===== config.mk =====
export PLATFORM = sky130hd
export DESIGN_NAME = adaptation
export DESIGN_NICKNAME = d
export VERILOG_FILES = /design/src/rtl/traffic_pkg.sv /design/src/rtl/adapt_calc.sv /design/src/rtl/adaptation.sv
export SDC_FILE = /design/constraint.sdc
export NUM_CORES = 1
export LEC_CHECK = 0
export CORE_ASPECT_RATIO = 1.1
export CORE_UTILIZATION = 45
export DETAILED_ROUTE_END_ITERATION = 7
export PLACE_DENSITY = 0.8
export SYNTH_ARGS = -nofsm -noshare
export SYNTH_HDL_FRONTEND = slang
export SYNTH_SLANG_ARGS = --single-unit

===== constraint.sdc =====
create_clock -name clk -period 7.7 [get_ports clk]
set_input_delay 1.54 -clock clk [delete_from_list [all_inputs] [get_ports clk]]
set_output_delay 1.54 -clock clk [all_outputs]
set_load 0.05 [all_outputs]

===== src/rtl/traffic_pkg.sv =====
`default_nettype none
// +------------------------------------------------------------------------+
// | Module   : traffic_pkg                                                 |
// | Purpose  : Shared road encodings, widths and green-time clamp defaults |
// | Revision : 1.0  initial release                                        |
// +------------------------------------------------------------------------+
package traffic_pkg;

    localparam int TIME_W = 8;

    localparam logic [1:0] ROAD_N = 2'd0;
    localparam logic [1:0] ROAD_E = 2'd1;
    localparam logic [1:0] ROAD_S = 2'd2;
    localparam logic [1:0] ROAD_W = 2'd3;

    localparam int TG_MIN_DEF = 5;
    localparam int TG_MAX_DEF = 120;

endpackage : traffic_pkg
`default_nettype wire


===== src/rtl/adapt_calc.sv =====
`default_nettype none
// +------------------------------------------------------------------------+
// | Module   : adapt_calc                                                  |
// | Purpose  : Combinational green-time adaptation for one approach, with  |
// |            clamp and empty-road rule (ADAPT_ZERO_SKIP_EN selects 0).    |
// | Revision : 1.0  initial release                                        |
// +------------------------------------------------------------------------+
module adapt_calc
    import traffic_pkg::*;
#(
    parameter int TG_MIN = TG_MIN_DEF,
    parameter int TG_MAX = TG_MAX_DEF
) (
    input  logic [TIME_W-1:0] n_r,
    input  logic [TIME_W-1:0] avg,
    input  logic [TIME_W-1:0] tgi,
    output logic [TIME_W-1:0] tg
);

    localparam logic signed [10:0] c_min = 11'(TG_MIN);
    localparam logic signed [10:0] c_max = 11'(TG_MAX);

`ifdef ADAPT_ZERO_SKIP_EN
    localparam logic [TIME_W-1:0] c_empty_tg = '0;
`else
    localparam logic [TIME_W-1:0] c_empty_tg = TIME_W'(TG_MIN);
`endif

    logic        [TIME_W-1:0] w_diff;
    logic signed [10:0]       w_base;
    logic signed [10:0]       w_delta;
    logic signed [10:0]       w_raw;

    // Half of the distance from the average, added or removed from the base.
    always_comb begin
        w_diff  = '0;
        w_delta = '0;
        if (n_r > avg) begin
            w_diff  = n_r - avg;
            w_delta = $signed({3'b000, (w_diff >> 1)});
        end else if (n_r < avg) begin
            w_diff  = avg - n_r;
            w_delta = -$signed({3'b000, (w_diff >> 1)});
        end
    end

    assign w_base = $signed({3'b000, tgi});
    assign w_raw  = w_base + w_delta;

    always_comb begin
        tg = w_raw[TIME_W-1:0];
        if (n_r == '0) begin
            tg = c_empty_tg;
        end else if (w_raw < c_min) begin
            tg = c_min[TIME_W-1:0];
        end else if (w_raw > c_max) begin
            tg = c_max[TIME_W-1:0];
        end
    end

endmodule : adapt_calc
`default_nettype wire


===== src/rtl/adaptation.sv =====
`default_nettype none
// +------------------------------------------------------------------------+
// | Module   : adaptation                                                  |
// | Purpose  : Per-approach registered green times; adapts the approach    |
// |            selected by next_road each clock (see ADAPT_ZERO_SKIP_EN).  |
// | Revision : 1.0  initial release                                        |
// +------------------------------------------------------------------------+
module adaptation
    import traffic_pkg::*;
#(
    parameter int TG_MIN = TG_MIN_DEF,
    parameter int TG_MAX = TG_MAX_DEF
) (
    input  logic              clk,
    input  logic              reset,
    input  logic [1:0]        next_road,
    input  logic [TIME_W-1:0] N_n,
    input  logic [TIME_W-1:0] N_e,
    input  logic [TIME_W-1:0] N_s,
    input  logic [TIME_W-1:0] N_w,
    input  logic [TIME_W-1:0] TGin,
    input  logic [TIME_W-1:0] TGie,
    input  logic [TIME_W-1:0] TGis,
    input  logic [TIME_W-1:0] TGiw,
    output logic [TIME_W-1:0] TGn,
    output logic [TIME_W-1:0] TGe,
    output logic [TIME_W-1:0] TGs,
    output logic [TIME_W-1:0] TGw
);

    logic [9:0]        w_sum;
    logic [TIME_W-1:0] w_avg;
    logic [TIME_W-1:0] w_sel_n;
    logic [TIME_W-1:0] w_sel_tgi;
    logic [TIME_W-1:0] w_new_tg;

    logic [TIME_W-1:0] r_tgn;
    logic [TIME_W-1:0] r_tge;
    logic [TIME_W-1:0] r_tgs;
    logic [TIME_W-1:0] r_tgw;

    // Four 8-bit counts fit in 10 bits, so the average never overflows.
    assign w_sum = {2'b00, N_n} + {2'b00, N_e} + {2'b00, N_s} + {2'b00, N_w};
    assign w_avg = TIME_W'(w_sum >> 2);

    always_comb begin
        w_sel_n   = N_n;
        w_sel_tgi = TGin;
        case (next_road)
            ROAD_N: begin w_sel_n = N_n; w_sel_tgi = TGin; end
            ROAD_E: begin w_sel_n = N_e; w_sel_tgi = TGie; end
            ROAD_S: begin w_sel_n = N_s; w_sel_tgi = TGis; end
            ROAD_W: begin w_sel_n = N_w; w_sel_tgi = TGiw; end
            default: begin w_sel_n = N_n; w_sel_tgi = TGin; end
        endcase
    end

    adapt_calc #(
        .TG_MIN (TG_MIN),
        .TG_MAX (TG_MAX)
    ) u_adapt_calc (
        .n_r (w_sel_n),
        .avg (w_avg),
        .tgi (w_sel_tgi),
        .tg  (w_new_tg)
    );

    // Reset loads raw bases unclamped; adaptation always goes through the clamp.
    always_ff @(posedge clk) begin
        if (reset) begin
            r_tgn <= TGin;
            r_tge <= TGie;
            r_tgs <= TGis;
            r_tgw <= TGiw;
        end else begin
            case (next_road)
                ROAD_N:  r_tgn <= w_new_tg;
                ROAD_E:  r_tge <= w_new_tg;
                ROAD_S:  r_tgs <= w_new_tg;
                ROAD_W:  r_tgw <= w_new_tg;
                default: r_tgn <= w_new_tg;
            endcase
        end
    end

    assign TGn = r_tgn;
    assign TGe = r_tge;
    assign TGs = r_tgs;
    assign TGw = r_tgw;

endmodule : adaptation
`default_nettype wire


* Word level (Yosys, flattened, before mapping) *
Cells that the tools add are included.

word-level totals
  bits in registers = 32
  logic and storage cells = 39
  input port bits = 68

operators by class
  order comparisons = 4
  reductions and logical operators = 6
  equal/unequal tests = 3
  $add $sub $neg = 7
  muxes and demuxes = 15

operators by type and width
  cell                                                             count
  2-to-1 mux 8 bit                                                 11
  case mux 8 bit (4 select lines)                                  2
  2-to-1 mux 11 bit                                                2
  subtractor 8 bit                                                 2
  adder 9 x 11 -> 11 bit                                           1
  greater-than comparator 11 x 8 -> 1 bit (second input constant)  1
  less-than comparator 11 x 4 -> 1 bit (second input constant)     1
  negator 7 -> 11 bit                                              1
  adder 10 x 8 -> 10 bit                                           1
  adder 9 x 8 -> 10 bit                                            1
  adder 8 x 8 -> 9 bit                                             1
  greater-than comparator 8 bit                                    1
  logical NOT 8 bit                                                1
  less-than comparator 8 bit                                       1
  nonzero test 2 bit                                               4
  == test 2 bit (second input constant)                            2
  == test 2 x 1 -> 1 bit (second input constant)                   1
  logical NOT 2 bit                                                1

* Longest topological paths before layout *
  depth in word-level cells = 14
  mapped depth = 31

* Cells and area by module *
Synthesis repeated with hierarchy kept, for this count alone.

second synthesis, totals
  cell total of the unflattened synthesis = 479
  area, all modules = 4144.0 um^2

modules (own cells, without submodules)
  module      instances  cells each  area an instance (um^2)
  adaptation  1          244         2518.7
  adapt_calc  1          235         1625.3

* Worst setup path before layout *
No wires, ideal clock.

  kind = input -> register
  from = in N_n[2]
  to = reg r_tge[0], in the netlist TGe[0] (data pin)
  arrival = 7.738 ns
  stages on the path = 29
  data required time = 7.434 ns
  setup time = 0.266 ns
  slack = -0.304 ns
  path through = inv_1 fa_1 fa_1 inv_1 ha_1 and4b_1 o21ai_0 nand2b_1 a21oi_1 o21bai_1 a21o_1 a21oi_1 xor2_1 ha_1 or3_1 o32ai_1 nor2_1 nand2_1 o21ai_0 ha_1 fa_1 a21o_1 and4_1 o311a_1 or3_1 o21a_1 o21a_1 a41oi_2 a21oi_1

between the ends
  cells in the longest elaborated chain, start to end = 14

ends and longest elaborated chain
  element                                  line              text
  from (decl)                              adaptation.sv:17  input logic [TIME_W-1:0] N_n,
  adder 8 x 8 -> 9 bit                     adaptation.sv:43  assign w_sum = {2'b00, N_n} + {2'b00, N_e} + {2'b00, N_s} + {2'b00, N_w};
  adder 9 x 8 -> 10 bit                    adaptation.sv:43
  adder 10 x 8 -> 10 bit                   adaptation.sv:43
  subtractor 8 bit                         adapt_calc.sv:42  w_diff = avg - n_r;
  negator 7 -> 11 bit                      adapt_calc.sv:43  w_delta = -$signed({3'b000, (w_diff >> 1)});
  2-to-1 mux 11 bit                        adapt_calc.sv:41  end else if (n_r < avg) begin
  2-to-1 mux 11 bit                        adapt_calc.sv:38  if (n_r > avg) begin
  adder 9 x 11 -> 11 bit                   adapt_calc.sv:48  assign w_raw = w_base + w_delta;
  greater-than comparator 11 x 8 -> 1 bit  adapt_calc.sv:56  end else if (w_raw > c_max) begin
  2-to-1 mux 8 bit                         adapt_calc.sv:56
  2-to-1 mux 8 bit                         adapt_calc.sv:54  end else if (w_raw < c_min) begin
  2-to-1 mux 8 bit *                       adapt_calc.sv:52  if (n_r == '0) begin
  2-to-1 mux 8 bit *                       adaptation.sv:76  case (next_road)
  2-to-1 mux 8 bit *                       adaptation.sv:70  if (reset) begin
  to (signal assigned)                     adaptation.sv:72  r_tge <= TGie;
  to (signal assigned)                     adaptation.sv:78  ROAD_E: r_tge <= w_new_tg;
  to (decl)                                adaptation.sv:38  logic [TIME_W-1:0] r_tge;

Every way passes the cells marked *; elsewhere a longest branch is shown, timed or not. The select of a mux whose other input is x is not followed.
A chain may end at the register's enable or synchronous reset.

* Worst setup path after layout *
  from = in N_e[2]
  to = reg r_tgw[5], in the netlist TGw[5] (data pin)

between the ends
  cells in the longest elaborated chain, start to end = 14

ends and longest elaborated chain
  element                                  line              text
  from (decl)                              adaptation.sv:18  input logic [TIME_W-1:0] N_e,
  adder 8 x 8 -> 9 bit                     adaptation.sv:43
  adder 9 x 8 -> 10 bit                    adaptation.sv:43
  adder 10 x 8 -> 10 bit                   adaptation.sv:43
  subtractor 8 bit                         adapt_calc.sv:42
  negator 7 -> 11 bit                      adapt_calc.sv:43
  2-to-1 mux 11 bit                        adapt_calc.sv:41
  2-to-1 mux 11 bit                        adapt_calc.sv:38
  adder 9 x 11 -> 11 bit                   adapt_calc.sv:48
  greater-than comparator 11 x 8 -> 1 bit  adapt_calc.sv:56
  2-to-1 mux 8 bit                         adapt_calc.sv:56
  2-to-1 mux 8 bit                         adapt_calc.sv:54
  2-to-1 mux 8 bit *                       adapt_calc.sv:52
  2-to-1 mux 8 bit *                       adaptation.sv:76
  2-to-1 mux 8 bit *                       adaptation.sv:70
  to (signal assigned)                     adaptation.sv:74  r_tgw <= TGiw;
  to (signal assigned)                     adaptation.sv:80  ROAD_W: r_tgw <= w_new_tg;
  to (decl)                                adaptation.sv:40  logic [TIME_W-1:0] r_tgw;

Marked as above.

==> summary.md <==
| Metric | Value |
|---|---|
| WP data arrival | 7.84 ns |
| Total gr overflow | 0 |
| RSZ-0062 raised after global routing | yes |
| CP max-delay cell | fa_1 |
| Pin count of the biggest net entering global routing | 38 |
| Clk sinks | 32 |
| # setup viols final | 24 |
| Hold wc startpoint | TGin[7] |
| Core area | 8450 µm² |
| Initial Util | 46.9% |
| Cell repeated most along the worst path | buf_4 |
| Status | complete, but fails checks |
| DR pass1 iterations | 5 |
| Clock period minus worst slack | 7.82 ns |
| Syn avg cell area | 9.97 µm² |
| TritonCTS clock tree | done |
| Post-CTS Hold Fix Bufs | 0 |
| Drt drc | 0 |
| TritonCTS buffer count | 5 |
| 1st-iter DRT viols | 242 |
| Slew headroom | 5.47% |
| Top cells by area, synth | edfxtp_1, ha_1, fa_1, mux4_2, inv_1 |
| Yosys reg bits | 32 |
| Post-synth EDFFs | 32 |
| Row cnt | 35 |
| Via density per instance | 5.86 |
| Placed cell area | 5730 µm² |
| Die footprint | 9200 µm² |
| Mapped Area | 3970 µm² |
| Fin crit share | 102% |
| Post-synth top area cell | edfxtp_1 |
| Final instance area | 6370 µm² |
| Setup WS pre-CTS | -0.882 ns |
| Diodes inserted | 0 |
| Vias post-DR | 4140 |
| Initial antenna violation count | 0 |
| Antenna-violating nets left | 0 |
| Post-synthesis sequential area ratio | 24.2% |
| Die height | 100 µm |
| Post-Syn Instances | 398 |
| HPWL after DPL | 10.1 mm |
| Final core occ | 75.3% |
| WP data required | 7.72 ns |
| Fin nets | 714 |
| Final Worst Setup Slack | -0.119 ns |
| Worst Hold End | TGn[7] |
| Startpoint Class | input port |
| Netlist cell types | 63 |
| Async set-reset flop share out of synthesis | 0% |
| Synth-to-layout area growth | 60.5% |
| WS Path Type | in2reg |
| Synth warnings | 0 |
| Hold Crit Depth | 2 |
| I/O pin count | 100 |
| Top_reg_cell synth | edfxtp_1 |
| First-pass GRT wire length | 20.3 mm |
| Final hold vios | 0 |
| Worst hold path type | in2reg |
| All-layer global routing usage | 28.6% |
| Vias in the first global route | 4207 |
| Fraction of layout cells with a size suffix above 1 | 38.2% |
| CTS H-tree lvls | 2 |
| Number of fill cells | 490 |
| Clock Tree Root | clkbuf_8 |
| Final Wtd Congestion | 0.898 |
| Failing checks | negative setup slack |
| Port-buffer cells | 99 |
| Max Fanout on Critical Path | 7 |
| Yosys top cell area share | 24.2% |
| Routed length per instance | 19.9 µm |
| Clock transition at the registers of the reported paths | 0.08 ns |
| Die Span X | 91.5 µm |
| Syn_nets | 518 |
| Slew @ Worst Pin | 1.41 ns |
| CTS Buffer Depth | 2 |
| Worst path max stage delay | 0.59 ns |
| Pins over their slew limit | 0 |
| Worst Setup End Kind | flip-flop |
| Max_cap viols | 0 |
| Routed WL | 14.0 mm |
| Fmax | 0.128 GHz |
==> worst max path at each step <==
stage	from	to	slack (ns)	depth (start not counted)
2_1_floorplan	N_n[2]	TGe[0]	0.03	29
3_3_place_gp	N_n[1]	TGs[2]	-0.63	29
3_5_place_dp	N_n[2]	TGn[0]	-0.88	30
4_1_cts	N_s[2]	TGw[6]	0.004	31
5_1_grt	N_e[2]	TGs[2]	-0.30	29
6_report	N_e[2]	TGw[5]	-0.12	33
==> cell usage after synthesis (all sizes together), types with 5 or more instances <==
cell type / number
nand2: 9
a41oi: 5
nor2: 11
a21oi: 28
nor3: 6
xnor2: 15
and2: 7
inv: 70
fa: 19
clkbuf: 10
ha: 33
o21ai: 17
a21o: 33
xor2: 10
mux4: 16
edfxtp: 32
o21bai: 8
==> area by class of cell <==
type                            instances  area (µm²)  share of cell area [%]
Clock buffer                            6        72.6                    1.14
Clock inverter                          2        35.0                   0.550
Inverter                               70         265                    4.17
Multi-Input combinational cell        282        3120                    49.0
Sequential cell                        32         961                    15.1
Tap cell                              111         139                    2.18
Timing Repair Buffer                  203        1780                    27.9
==> cell families (layout without fill, tap and decap cells) <==
family          Yosys count  after routing  share of synthesized area (%)
fa+ha+maj                52             52                           20.0
buf+inv                  84            281                           8.23
flops                    32             32                           24.2
simple gates             65             65                           9.97
compound gates          122            122                           22.5
xor+xnor                 25             25                           5.52
mux                      18             18                           9.62
==> timing repair <==
| item | in CTS | in global routing |
|---|---|---|
| setup endpoints to repair | 28 | 28 |
| gates resized for setup | 68 | 67 |
| pin swaps | 48 | 57 |
| setup buffers | 8 | 9 |
==> registers in the layout (all words and copies together) (netlist names) <==
| signal | cells |
|---|---|
| TGe | 8 |
| TGn | 8 |
| TGs | 8 |
| TGw | 8 |
==> stage by stage <==
stage,hold WS (ns),cells,setup TNS [ns]
floorplan,1.73,398,0
global placement,2.22,681,-16.34
detailed placement,2.22,681,-22.94
CTS,1.93,697,0
global route,1.94,706,-7.23
finish,1.93,706,-1.70
==> routing by layer <==
layer  GRT usage, %  share of wire [%]  up-vias
li1               -                  -     1850
met1           29.5                 35     2044
met2           55.1                 54      182
met3           5.05                5.1       64
met4           14.8                5.8        0
met5              0                  0        -
==> placed cells by master (no fill, tap or decap), types with 4 or more instances in the layout <==
cell,instances
edfxtp_1,32
inv_1,55
clkdlybuf4s50_1,83
a21oi_2,12
ha_4,10
nor2_1,7
xor2_1,10
nor3_1,4
o21ai_2,5
dlygate4sd2_1,5
nand2_1,8
xnor2_2,4
mux4_2,16
a21oi_1,16
o21bai_1,8
and2_1,6
clkbuf_8,5
xnor2_1,11
a21o_1,33
inv_2,14
o21ai_1,5
fa_1,15
o21ai_0,5
o22ai_1,4
buf_6,6
ha_1,21
fa_2,4
buf_4,100
==> critical path, delay by kind of cell <==
family          cells  cell delay [ns]
compound gates     10             1.94
xor+xnor            2             0.41
fa+ha+maj           5             1.97
buf+inv            10             1.09
simple gates        6             0.91
Power is left out: the tool's default activity adds up to more than one toggle a clock period on the data nets, which glitch-free logic cannot reach.
